File: src/rtl/mem_port_scheduler_pkg.sv
// Shared definitions for the memory port scheduler: FSM encoding and defaults.
package mem_port_scheduler_pkg;

    typedef enum logic [1:0] {
        ST_IDLE  = 2'd0,
        ST_DATA  = 2'd1,
        ST_FETCH = 2'd2
    } sched_state_e;

    localparam int DEFAULT_TIMEOUT = 255;

endpackage

File: src/rtl/mem_port_scheduler_access_timeout_counter.sv
// Counts bus cycles spent waiting for ready and flags when the wait limit is hit.
module access_timeout_counter
    import mem_port_scheduler_pkg::*;
#(
    parameter int TIMEOUT = DEFAULT_TIMEOUT
) (
    input  logic clk,
    input  logic reset,
    input  logic clear,
    input  logic enable,
    output logic expired
);

    localparam int CNT_W = $clog2(TIMEOUT + 1);
    localparam logic [CNT_W-1:0] LAST_WAIT = CNT_W'(TIMEOUT - 1);

    logic [CNT_W-1:0] cnt_r;

    // Wait-cycle counter; held at zero outside an access, saturates at the abort point.
    always_ff @(posedge clk or negedge reset) begin
        if (!reset) begin
            cnt_r <= '0;
        end else if (clear) begin
            cnt_r <= '0;
        end else if (enable && (cnt_r != LAST_WAIT)) begin
            cnt_r <= cnt_r + CNT_W'(1);
        end else begin
            cnt_r <= cnt_r;
        end
    end

    // The TIMEOUT-th not-ready cycle is the one that aborts the access.
    assign expired = enable && (cnt_r == LAST_WAIT);

endmodule

File: src/rtl/mem_port_scheduler.sv
// Arbitrates one single-port memory bus between instruction fetch and load/store,
// with data priority, pipeline stall generation and a bus-wait timeout.
module mem_port_scheduler
    import mem_port_scheduler_pkg::*;
#(
    parameter int ADDR_W  = 32,
    parameter int DATA_W  = 32,
    parameter int TIMEOUT = DEFAULT_TIMEOUT
) (
    input  logic              clk,
    input  logic              reset,
    input  logic              if_req,
    input  logic [ADDR_W-1:0] if_addr,
    input  logic              mem_read,
    input  logic              mem_write,
    input  logic [ADDR_W-1:0] mem_addr,
    input  logic [DATA_W-1:0] mem_wdata,
    output logic              bus_req,
    output logic              bus_we,
    output logic [ADDR_W-1:0] bus_addr,
    output logic [DATA_W-1:0] bus_wdata,
    input  logic              bus_ready,
    input  logic [DATA_W-1:0] bus_rdata,
    output logic [DATA_W-1:0] instr,
    output logic              instr_valid,
    output logic [DATA_W-1:0] load_data,
    output logic              load_valid,
    output logic              stall_pipe,
    output logic              stall_fetch,
    output logic              timeout_err
);

    sched_state_e      state_r;
    sched_state_e      state_next_s;

    logic              data_op_s;
    logic              busy_s;
    logic              done_s;
    logic              cnt_en_s;
    logic              cnt_clr_s;
    logic              expired_s;
    logic [DATA_W-1:0] cpl_data_s;
    logic              stall_pipe_s;
    logic              stall_fetch_s;

    logic              bus_req_r;
    logic              bus_we_r;
    logic [ADDR_W-1:0] bus_addr_r;
    logic [DATA_W-1:0] bus_wdata_r;
    logic [DATA_W-1:0] instr_r;
    logic              instr_valid_r;
    logic [DATA_W-1:0] load_data_r;
    logic              load_valid_r;
    logic              timeout_err_r;

    assign data_op_s = mem_read || mem_write;

    access_timeout_counter #(
        .TIMEOUT (TIMEOUT)
    ) u_timeout (
        .clk     (clk),
        .reset   (reset),
        .clear   (cnt_clr_s),
        .enable  (cnt_en_s),
        .expired (expired_s)
    );

    // FSM state register.
    always_ff @(posedge clk or negedge reset) begin
        if (!reset) begin
            state_r <= ST_IDLE;
        end else begin
            state_r <= state_next_s;
        end
    end

    // FSM next state: data wins in IDLE; an access ends on ready or timeout.
    always_comb begin
        state_next_s = state_r;
        case (state_r)
            ST_IDLE: begin
                if (data_op_s) begin
                    state_next_s = ST_DATA;
                end else if (if_req) begin
                    state_next_s = ST_FETCH;
                end else begin
                    state_next_s = ST_IDLE;
                end
            end
            ST_DATA, ST_FETCH: begin
                if (done_s) begin
                    state_next_s = ST_IDLE;
                end else begin
                    state_next_s = state_r;
                end
            end
            default: state_next_s = ST_IDLE;
        endcase
    end

    // FSM outputs: completion detect, timeout control and pipeline stalls.
    always_comb begin
        busy_s     = (state_r == ST_DATA) || (state_r == ST_FETCH);
        cnt_en_s   = busy_s && !bus_ready;
        cnt_clr_s  = !busy_s;
        done_s     = busy_s && (bus_ready || expired_s);
        cpl_data_s = bus_ready ? bus_rdata : '0;
        // A data op waiting behind an in-flight fetch keeps the pipe frozen too.
        stall_pipe_s = ((state_r == ST_IDLE)  && data_op_s) ||
                       ((state_r == ST_DATA)  && !done_s)   ||
                       ((state_r == ST_FETCH) && data_op_s);
        stall_fetch_s = stall_pipe_s ||
                        (if_req && ((state_r == ST_IDLE) || (state_r == ST_DATA) ||
                                    ((state_r == ST_FETCH) && !done_s)));
    end

    // Registered bus drive, completion capture and sticky timeout flag.
    always_ff @(posedge clk or negedge reset) begin
        if (!reset) begin
            bus_req_r     <= 1'b0;
            bus_we_r      <= 1'b0;
            bus_addr_r    <= '0;
            bus_wdata_r   <= '0;
            instr_r       <= '0;
            instr_valid_r <= 1'b0;
            load_data_r   <= '0;
            load_valid_r  <= 1'b0;
            timeout_err_r <= 1'b0;
        end else begin
            instr_valid_r <= 1'b0;
            load_valid_r  <= 1'b0;
            timeout_err_r <= timeout_err_r || expired_s;
            case (state_r)
                ST_IDLE: begin
                    if (data_op_s) begin
                        bus_req_r   <= 1'b1;
                        bus_we_r    <= mem_write;
                        bus_addr_r  <= mem_addr;
                        bus_wdata_r <= mem_wdata;
                    end else if (if_req) begin
                        bus_req_r  <= 1'b1;
                        bus_we_r   <= 1'b0;
                        bus_addr_r <= if_addr;
                    end else begin
                        bus_req_r <= 1'b0;
                    end
                end
                ST_DATA: begin
                    if (done_s) begin
                        bus_req_r    <= 1'b0;
                        load_valid_r <= 1'b1;
                        if (!bus_we_r) begin
                            load_data_r <= cpl_data_s;
                        end
                    end
                end
                ST_FETCH: begin
                    if (done_s) begin
                        bus_req_r     <= 1'b0;
                        instr_valid_r <= 1'b1;
                        instr_r       <= cpl_data_s;
                    end
                end
                default: bus_req_r <= 1'b0;
            endcase
        end
    end

    assign bus_req     = bus_req_r;
    assign bus_we      = bus_we_r;
    assign bus_addr    = bus_addr_r;
    assign bus_wdata   = bus_wdata_r;
    assign instr       = instr_r;
    assign instr_valid = instr_valid_r;
    assign load_data   = load_data_r;
    assign load_valid  = load_valid_r;
    assign stall_pipe  = stall_pipe_s;
    assign stall_fetch = stall_fetch_s;
    assign timeout_err = timeout_err_r;

endmodule

File: config.mk
export PLATFORM = sky130hd
export DESIGN_NAME = mem_port_scheduler
export DESIGN_NICKNAME = d
export VERILOG_FILES = /design/src/rtl/mem_port_scheduler_pkg.sv /design/src/rtl/mem_port_scheduler_access_timeout_counter.sv /design/src/rtl/mem_port_scheduler.sv
export SDC_FILE = /design/constraint.sdc
export NUM_CORES = 1
export LEC_CHECK = 0
export ABC_AREA = 1
export ABC_CLOCK_PERIOD_IN_PS = 1900
export BUFFER_PORTS_ARGS = -buffer_cell sky130_fd_sc_hd__buf_4
export CELL_PAD_IN_SITES_DETAIL_PLACEMENT = 2
export CELL_PAD_IN_SITES_GLOBAL_PLACEMENT = 2
export CORE_ASPECT_RATIO = 2
export CORE_MARGIN = 2
export CORE_UTILIZATION = 24
export DETAILED_ROUTE_END_ITERATION = 6
export PLACE_DENSITY_LB_ADDON = 0.1
export SYNTH_ARGS = -nofsm -noshare
export SYNTH_HDL_FRONTEND = slang
export SYNTH_SLANG_ARGS = --single-unit
File: constraint.sdc
create_clock -name clk -period 1.9 [get_ports clk]
set_clock_uncertainty 0.2 [all_clocks]
set_input_delay 0.38 -clock clk [delete_from_list [all_inputs] [get_ports clk]]
set_output_delay 0.38 -clock clk [all_outputs]
set_load 0.02 [all_outputs]
==> key figures, run 1 <==
Worst setup path
  • Setup crit end kind: primary output
  • CP Launch Type: flip-flop
  • Worst-case reg-to-reg path depth: 14
  • Crit-path max FO: 4
  • Worst EP arrival: 1840 ps
  • WP data required: 1320 ps
  • FF-to-FF setup slack: -360 ps
  • R2R Path Start: u_timeout.cnt_r[0]
  • Worst Setup Path Type: flip-flop to primary output
  • Reg2reg end: load_data[13]

Clock network
  • Clock root cell: clkbuf_16
  • CTS tree: done
  • Clock Latency Late Sink: 440 ps
  • CTS Buf Count: 17
  • Clk sink count: 143
  • Clock Path Buffers: 2
  • CTS clk-pin slew, worst paths: 60 ps
  • H-tree lvl count: 4

Timing
  • Final-report max-slew violation count: 0
  • Relative slew slack: 0.734
  • Setup violations, final: 74
  • Final hold slack: 22.7 ps
  • Final worst slack: -525 ps
  • Worst Max-Slew Pin Slew: 399 ps
  • Hold Violations, Final: 0
  • Fmax: 412 MHz
  • Final Cycle Share: 1.28
  • Unrepaired setup endpoints after global routing: yes
  • Final Critical Period: 2420 ps

Hold path
  • Worst min-delay path category: primary input to flip-flop
  • Hold worst-path end: bus_addr[24]
  • Hold path startpoint: mem_addr[24]
  • Hold path cells: 3

GRT
  • Largest net degree at the start of global routing: 67
  • Total track usage: 0.192
  • Global route overflow: 0
  • First-pass GRT wire length: 41.4 mm
  • Initial antenna violation count: 0
  • Vias in the first global route: 7,558

Placed design
  • Routability cong.: 0.741
  • HPWL Detailed: 17.4 mm
  • Setup WS pre-CTS: -125 ps
  • Port Buffers: 268

Synth
  • Avg Inst Size Synth: 8.40 sq um
  • Post-synthesis sequential area ratio: 0.566
  • Mapped Area: 6320 sq um
  • EDFF count, synth: 0
  • Ys async rst share: 1.00
  • Largest area contributor in the netlist: dfrtp_1
  • Share of the synthesized area in the top cell type: 0.566
  • Yosys cell types: 30
  • Synth area leaders: dfrtp_1 57%, nand2_1 20%, a31oi_1 3.2%
  • Most common cell in the netlist: nand2_1
  • Synth cell count leaders: 340 x nand2_1, 143 x dfrtp_1, 48 x inv_1
  • Post-Syn Nets: 891
  • Yosys warns: 0
  • Top_reg_cell synth: dfrtp_1
  • #FFs+latches synth: 143
  • Syn Inst Count: 752

Routing
  • Vias: 6,656
  • ANT nets after route: 0
  • DRT Pass-1 Iters: 4
  • Met2 wire length: 14.1 mm
  • Highest metal used: met4
  • Routed length per instance: 17.9 microns
  • Metal-1 WL: 10.4 mm
  • DR vias/cell: 4.45
  • DRC viols: 0
  • Initial DRC Count: 152
  • Final wirelength: 26.7 mm
  • Met3 wire length: 1.62 mm

Die
  • Core Box Area: 26,100 sq um
  • Die area: 27,700 sq um
  • # IOs: 269
  • Starting Density: 0.242
  • Die Ht: 233 microns
  • # rows: 84
  • DIE WIDTH: 119 microns

Final layout
  • Layout cells sized above 1: 0.394
  • Area Overhead vs Synth: 75.9%
  • Fin nets: 1,278
  • Antenna Cells: 0

Power and ir drop
  • Sequential share of power: 0.294
  • Sw frac: 0.407
  • Leak Pwr: 5.85 nW
  • Combinational share of power: 0.488
  • PD cells: 1540 nW/um^2
  • Switching power: 6.98 mW
  • Clock network power share: 0.218
  • Total power: 17.2 mW
  • Peak supply drop: 0.000655 V
  • Int Pwr: 10.2 mW

Job
  • MaxCap Viol Count: 0

Outcome
  • Failing checks: negative setup slack
  • Status: finished, violations left
-- stage by stage --
step | util | std cells | TNS, ps | area, sq um
after floorplan | - | 752 | -257 | 6340
after global placement | 0.344 | 1360 | -413 | 8980
after detailed placement | 0.344 | 1360 | -4850 | 8980
after CTS | 0.406 | 1484 | -6630 | 10600
after global routing | 0.427 | 1496 | -28660 | 11100
final | 0.427 | 1496 | -20620 | 11100
-- what timing repair did --
item                       4_1_cts  5_1_grt
hold buffers                    85        0
buffers inserted                 7       10
setup endpoints to repair       71       76
cloned                           1        5
pin swaps                        4       40
hold endpoints to repair       186        0
resized for setup                7      112
-- worst max path at each step --
stage	startpoint	end	cells past startpoint
3_3_place_gp	u_timeout.cnt_r[0]	stall_fetch	10
4_1_cts	u_timeout.cnt_r[0]	stall_fetch	12
3_5_place_dp	u_timeout.cnt_r[0]	stall_fetch	10
6_report	state_r[0]	stall_fetch	11
5_1_grt	state_r[1]	stall_fetch	11
2_1_floorplan	state_r[0]	stall_fetch	11
-- power groups by stage --
stage | logic (mW) | registers [mW] | clock network [mW]
after floorplan | 2.39 | 6.38 | 0
after global placement | 7.26 | 4.99 | 0
after detailed placement | 7.41 | 5.04 | 0
after CTS | 7.70 | 5.02 | 3.87
after global routing | 9.07 | 5.21 | 3.96
final | 8.37 | 5.04 | 3.75
-- final cells by class --
cell class | instances | area, sq um
multi-input cells | 515 | 2620
clock buffers | 21 | 460
flip-flops and latches | 143 | 3580
well taps | 344 | 430
repair buffers | 411 | 3640
fillers | 2943 | 14900
clock inverters | 11 | 186
inverters | 51 | 199
-- logic make-up after synthesis --
| family | synth area share |
|---|---|
| fa+ha+maj | 0.00990 |
| xor+xnor | 0.00554 |
| simple gates | 0.274 |
| compound gates | 0.0701 |
| buf+inv | 0.0738 |
| flops | 0.566 |
-- layout by cell type, fill, tap and decap left out, types with 15 or more instances in the layout --
cell,n
nand2_2,35
a31oi_1,32
nand2_1,306
buf_4,293
o21ai_0,18
dfrtp_1,143
nor2_1,38
nand3_2,25
dlygate4sd3_1,85
clkbuf_16,22
inv_1,42
buf_12,15
-- sequential cells by signal, summed over array words and instances, names as in the netlist --
signal	cells
u_timeout.cnt_r	8
bus_wdata	32
timeout_err	1
bus_req	1
load_data	32
instr_valid	1
load_valid	1
bus_we	1
bus_addr	32
instr	32
state_r	2
-- per-layer routing --
layer  vias to the layer above  GRT usage
li1                       3121          -
met3                        35     0.0642
met5                         -          0
met4                         0     0.0681
met2                       180      0.333
met1                      3320      0.218
-- worst max-delay path, cell delays in order (launching register included) --
cell	delay [ps]
dfrtp_1	370
inv_2	70
ha_4	280
inv_4	40
nor2_4	80
nand2_2	80
nand2_4	110
nand2_2	60
nand2_1	60
nand2_1	60
nand2_2	70
buf_6	110
(Power assumes the default switching activity.)
==> inputs of run 2 (changes only) <==
CELL_PAD_IN_SITES_DETAIL_PLACEMENT = 1   (was 2)
CELL_PAD_IN_SITES_GLOBAL_PLACEMENT = 1   (was 2)
CORE_UTILIZATION = 31   (was 24)
==> key figures, run 2 (synthesis results as in run 1) <==
Outcome
  • Status: finished, violations left
  • Failing checks: negative setup slack

Final layout
  • Most common cell after layout, fill and taps aside: nand2_1
  • Fill count: 2,368 (-20%)
  • Fin nets: 1,229 (-3.8%)
  • Most frequent cells in the layout: 307 x nand2_1, 295 x buf_4, 143 x dfrtp_1
  • Layout cells sized above 1: 0.408 (+0.0139)
  • Area Overhead vs Synth: 65.3%
  • Antenna Cells: 0 (unchanged)

Routing
  • Routed length per instance: 17.2 microns (-3.9%)
  • Vias: 6,317 (-5.1%)
  • ANT nets after route: 0 (unchanged)
  • Initial DRC Count: 212 (+39%)
  • DRT Pass-1 Iters: 4 (unchanged)
  • DR vias/cell: 4.63 (+4.0%)
  • DRC viols: 0 (unchanged)
  • Final wirelength: 23.4 mm (-12%)

Placed design
  • Routability cong.: 0.778 (+5.0%)
  • HPWL Detailed: 15.8 mm (-9.7%)
  • Setup WS pre-CTS: -147 ps (-22.5 ps)
  • Port Buffers: 268 (unchanged)

Worst setup path
  • Setup crit end kind: primary output
  • Crit-path leading delay family: simple AND/OR/NAND/NOR gates
  • Critical Path Source: state_r[1]
  • Crit-path max FO: 3 (-1)
  • WP data required: 1320 ps (about the same)
  • Worst EP arrival: 1750 ps (-90 ps)
  • R2R Path Start: u_timeout.cnt_r[0]
  • Worst Setup Path Type: flip-flop to primary output
  • Buffer and inverter count on the worst path: 3 (unchanged)
  • Worst path slowest cell: dfrtp_1
  • CP Launch Type: flip-flop
  • Top cell by count, worst path: nand2_2
  • Crit-path cells: inv_2 > ha_4 > inv_2 > nor2_4 > nand2_2 > nand2_4 > nand2_2 > nand2_1 > nand2_1 > nand2_2 > buf_6
  • Worst path max stage delay: 360 ps (about the same)

Clock network
  • Clk sink count: 143 (unchanged)
  • Clock Latency Late Sink: 420 ps (-20 ps)
  • CTS tree: done
  • Clock Path Buffers: 2 (unchanged)
  • H-tree lvl count: 4 (unchanged)
  • CTS Buf Count: 17 (unchanged)
  • Clock root cell: clkbuf_16
  • CTS clk-pin slew, worst paths: 70 ps (about the same)

Timing
  • Setup_tns: -16,990 ps (+3620 ps)
  • Fmax: 429 MHz (+4.1%)
  • Final-report max-slew violation count: 0 (unchanged)
  • Final Critical Period: 2330 ps (-95.7 ps)
  • Final hold slack: 16.5 ps (-6.18 ps)
  • Worst Max-Slew Pin Slew: 583 ps (+184 ps)
  • Setup violations, final: 68 (-8.1%)
  • Final worst slack: -429 ps (+95.7 ps)
  • Final Cycle Share: 1.23 (-0.0504)
  • Hold Violations, Final: 0 (unchanged)
  • Unrepaired setup endpoints after global routing: yes
  • Relative slew slack: 0.611 (-0.123)

Die
  • # IOs: 269 (unchanged)
  • Die area: 21,600 sq um (-22%)
  • Die Ht: 206 microns (-12%)
  • Core Box Area: 19,900 sq um (-24%)
  • Starting Density: 0.317 (+0.0749)
  • DIE WIDTH: 105 microns (-12%)
  • # rows: 73 (-13%)

Job
  • MaxCap Viol Count: 0 (unchanged)

GRT
  • Vias in the first global route: 6,866 (-9.2%)
  • Largest net degree at the start of global routing: 67 (unchanged)
  • Total track usage: 0.219 (+0.0270)
  • Initial antenna violation count: 0 (unchanged)
  • Global route overflow: 0 (unchanged)
  • First-pass GRT wire length: 36.7 mm (-11%)

Power and ir drop
  • Total power: 16.5 mW (-3.6%)
  • Peak supply drop: 0.000671 V (+2.5%)
  • Leak Pwr: 5.62 nW (-4.0%)
  • PD cells: 1580 nW/um^2 (+2.6%)

Hold path
  • Worst min-delay path category: primary input to flip-flop
  • Hold path startpoint: mem_addr[5]
-- run 2: final timing paths --
kind	end	slack (ps)	cells after the start
max reg2reg	load_data[12]	-310	14
max	stall_fetch	-430	11
min reg2reg	bus_wdata[21]	270	2
min	bus_addr[5]	20	3
min in group asynchronous	bus_wdata[6]	210	2
max in group asynchronous	instr[15]	720	3
-- run 2: timing repair --
action / CTS / global route
hold buffers: 35 / 0
setup endpoints to repair: 68 / 85
gates cloned: 6 / 3
pin swaps: 5 / 38
hold endpoints to repair: 87 / 0
setup buffers: 10 / 7
resized for setup: 19 / 98
-- run 2: metal layers --
metal / global-route usage / routed length (microns) / vias up
met1: 0.223 / 8300 / 3061
met5: 0 / 0 / -
li1: - / - / 3025
met3: 0.0605 / 1400 / 20
met4: 0.0714 / 411 / 0
met2: 0.424 / 13300 / 211
-- run 2: cell type report --
class,count,area (sq um),area share
clock inverters,13,138,0.0132
clock buffers,19,453,0.0434
inverters,51,196,0.0188
multi-input cells,515,2590,0.248
well taps,262,328,0.0314
flip-flops and latches,143,3580,0.343
repair buffers,362,3160,0.303
-- run 2: through the flow --
stage               instances  utilization  cell area (sq um)
CTS                      1361        0.508              10100
global route             1365        0.525              10400
finish                   1365        0.525              10400
global placement         1279        0.444               8840
floorplan                 752            -               6340
detailed placement       1279        0.444               8840
-- run 2: tightest hold or removal path: stages --
cell and delay [ps]:
buf_4 100, nand2_1 50, a31oi_1 70
-- run 2: where the power goes --
part / internal [mW] / total (mW) / switching [mW] / leakage, nW
clock network: 2.00 / 3.36 / 1.36 / 0.286
registers: 4.27 / 5.01 / 0.747 / 1.81
logic: 3.46 / 8.16 / 4.70 / 3.53
total: 9.73 / 16.5 / 6.81 / 5.62
==> inputs of run 3 (changes only) <==
ABC_AREA = unset   (was 1)
CORE_UTILIZATION = 32   (was 31)
==> key figures, run 3 <==
Timing
  • Setup_tns: -9060 ps (+7930 ps)
  • Final Cycle Share: 1.21 (-0.0183)
  • Worst Max-Slew Pin Slew: 288 ps (-295 ps)
  • Final worst slack: -394 ps (+34.8 ps)
  • Relative slew slack: 0.806 (+0.194)
  • Final Critical Period: 2290 ps (-34.8 ps)
  • Unrepaired setup endpoints after global routing: yes
  • Setup violations, final: 66 (-2.9%)
  • Final-report max-slew violation count: 0 (unchanged)
  • Hold Violations, Final: 0 (unchanged)
  • Fmax: 436 MHz (+1.5%)
  • Final hold slack: 25.1 ps (+8.60 ps)

Routing
  • Initial DRC Count: 67 (-68%)
  • ANT nets after route: 0 (unchanged)
  • DRT Pass-1 Iters: 4 (unchanged)
  • Vias: 5,079 (-20%)
  • DR vias/cell: 4.92 (+6.3%)
  • DRC viols: 0 (unchanged)
  • Final wirelength: 20.5 mm (-13%)
  • Routed length per instance: 19.8 microns (+15%)

Worst setup path
  • Worst path slowest cell: dfrtp_1
  • Setup crit end kind: primary output
  • Top cell by count, worst path: buf_6
  • WP data required: 1320 ps (about the same)
  • Worst Setup Path Type: flip-flop to primary output
  • Crit-path max FO: 3 (unchanged)
  • Crit-path cells: buf_6 > ha_4 > o31ai_4 > a21oi_2 > o32a_1 > buf_6
  • Worst path max stage delay: 400 ps (+40 ps)
  • Worst EP arrival: 1710 ps (-40 ps)
  • CP Launch Type: flip-flop

Final layout
  • Most frequent cells in the layout: 294 x buf_4, 143 x dfrtp_1, 64 x a22o_1, 64 x dlygate4sd3_1, 38 x nand2_1
  • Core Util, Final: 0.560 (+0.0353)
  • Layout cells sized above 1: 0.496 (+0.0877)
  • Area Overhead vs Synth: 71.6%
  • Fin nets: 945 (-23%)
  • Most common cell after layout, fill and taps aside: buf_4
  • Antenna Cells: 0 (unchanged)

Synth
  • Synth cell count leaders: 143 x dfrtp_1, 64 x a22o_1, 41 x nand2_1
  • Post-Syn Nets: 571 (-36%)
  • Yosys cell types: 36 (+20%)
  • Yosys warns: 0 (unchanged)
  • Ys async rst share: 1.00 (unchanged)
  • Share of the synthesized area in the top cell type: 0.620 (+0.0535)
  • Avg Inst Size Synth: 13.4 sq um (+59%)
  • Top_reg_cell synth: dfrtp_1
  • #FFs+latches synth: 143 (unchanged)
  • Synth area leaders: dfrtp_1 62%, a22o_1 9.7%, mux2i_1 6.2%
  • EDFF count, synth: 0 (unchanged)
  • Most common cell in the netlist: dfrtp_1
  • Largest area contributor in the netlist: dfrtp_1
  • Mapped Area: 5770 sq um (-8.6%)
  • Syn Inst Count: 432 (-43%)
  • Post-synthesis sequential area ratio: 0.620 (+0.0535)

GRT
  • M2 GR Usage: 0.390 (-0.0338)
  • Met1 usage: 0.211 (-0.0115)
  • Global route overflow: 0 (unchanged)
  • Vias in the first global route: 5,995 (-13%)
  • Total track usage: 0.208 (-0.0105)
  • Largest net degree at the start of global routing: 46 (-31%)
  • Initial antenna violation count: 0 (unchanged)
  • Busiest metal layer after global routing: met2
  • Grt met3 use: 0.0580 (-0.00251)
  • First-pass GRT wire length: 31.7 mm (-14%)

Placed design
  • Port Buffers: 268 (unchanged)
  • Setup WS pre-CTS: -91.0 ps (+56.2 ps)
  • HPWL Detailed: 13.7 mm (-13%)
  • Routability cong.: 0.770 (-1.0%)

Clock network
  • CTS Buf Count: 17 (unchanged)
  • Clock Path Buffers: 2 (unchanged)
  • Clock Latency Late Sink: 420 ps (about the same)
  • CTS clk-pin slew, worst paths: 70 ps (about the same)
  • Clock root cell: clkbuf_16
  • CTS tree: done
  • H-tree lvl count: 4 (unchanged)
  • Clk sink count: 143 (unchanged)

Hold path
  • Worst min-delay path category: primary input to flip-flop

Die
  • DIE WIDTH: 99.0 microns (-5.7%)
  • # rows: 69 (-5.5%)
  • Core Box Area: 17,700 sq um (-11%)
  • Die area: 19,200 sq um (-11%)
  • Starting Density: 0.326 (+0.00887)
  • # IOs: 269 (unchanged)
  • Die Ht: 194 microns (-5.8%)

Power and ir drop
  • Total power: 16.5 mW (-0.25%)
  • Leak Pwr: 4.92 nW (-12%)
  • PD cells: 1660 nW/um^2 (+5.1%)
  • Peak supply drop: 0.000762 V (+14%)

Job
  • MaxCap Viol Count: 0 (unchanged)

Outcome
  • Status: finished, violations left
  • Failing checks: negative setup slack
==> run 3: cell types whose count changed in the layout (fill, tap and decap cells not counted), sizes merged, moves of 31 or more <==
cell / change
nand2: -302
a22o: +64
inv: -41
nor2: -38
mux2i: +36
mux2: +32
nand3: -31
==> run 3: worst paths after layout <==
check                              startpoint       endpoint  slack [ps]  depth (start not counted)
min in group asynchronous               reset   load_data[9]         200                          2
max reg2reg                u_timeout.cnt_r[0]      instr[20]        -230                          9
min reg2reg                      bus_addr[17]   bus_addr[17]         280                          2
min                              mem_wdata[8]   bus_wdata[8]          30                          2
max in group asynchronous               reset  load_data[29]         760                          3
max                                state_r[1]    stall_fetch        -390                          6
==> run 3: power breakdown <==
| part | switching [mW] | internal (mW) | leakage, nW |
|---|---|---|---|
| clock network | 1.40 | 2.26 | 0.310 |
| registers | 0.859 | 4.43 | 1.80 |
| logic | 3.93 | 3.62 | 2.81 |
| total | 6.19 | 10.3 | 4.92 |
==> run 3: per-stage QoR <==
| stage | instances | instance area (sq um) |
|---|---|---|
| after global placement | 925 | 8350 |
| after CTS | 1025 | 9740 |
| final | 1032 | 9910 |
| after floorplan | 432 | 5780 |
| after detailed placement | 925 | 8350 |
| after global routing | 1032 | 9910 |
==> run 3: cells by family (layout without fill, tap and decap cells) <==
logic type,after synthesis,count (layout),synth area share
muxes,68,68,0.125
AOI/OAI and AO/OA,114,114,0.148
xor gates and xnor gates,2,2,0.00303
adders and majority gates,5,5,0.0108
and+or+nand+nor,67,67,0.0611
buffers and inverters,33,420,0.0329
DFF,143,143,0.620
==> run 3: area by class of cell <==
cell class              instances  area (sq um)
inverters                       6          22.5
clock buffers                  18           439
well taps                     213           267
multi-input cells             256          2130
repair buffers                382          3270
fillers                      1857          7790
flip-flops and latches        143          3580
clock inverters                14           204
==> run 3: timing repair <==
action                     CTS  global route
gates cloned                 0             5
hold endpoints to repair   234             0
buffers inserted             4             4
resized for setup           21            11
hold buffers                64             0
setup endpoints to repair   66            71
pin swaps                    6             4
==> run 3: routing by layer <==
metal / wire length, microns / share of wire
met2: 11600 / 0.57
met3: 1410 / 0.069
met4: 709 / 0.035
met1: 6770 / 0.33
met5: 0 / 0
==> run 3: critical path, delay by kind of cell, from the launching register on <==
kind,cells,cell delay (ps)
AOI/OAI and AO/OA,3,460
adders and majority gates,1,160
buffers and inverters,2,270
DFF,1,400
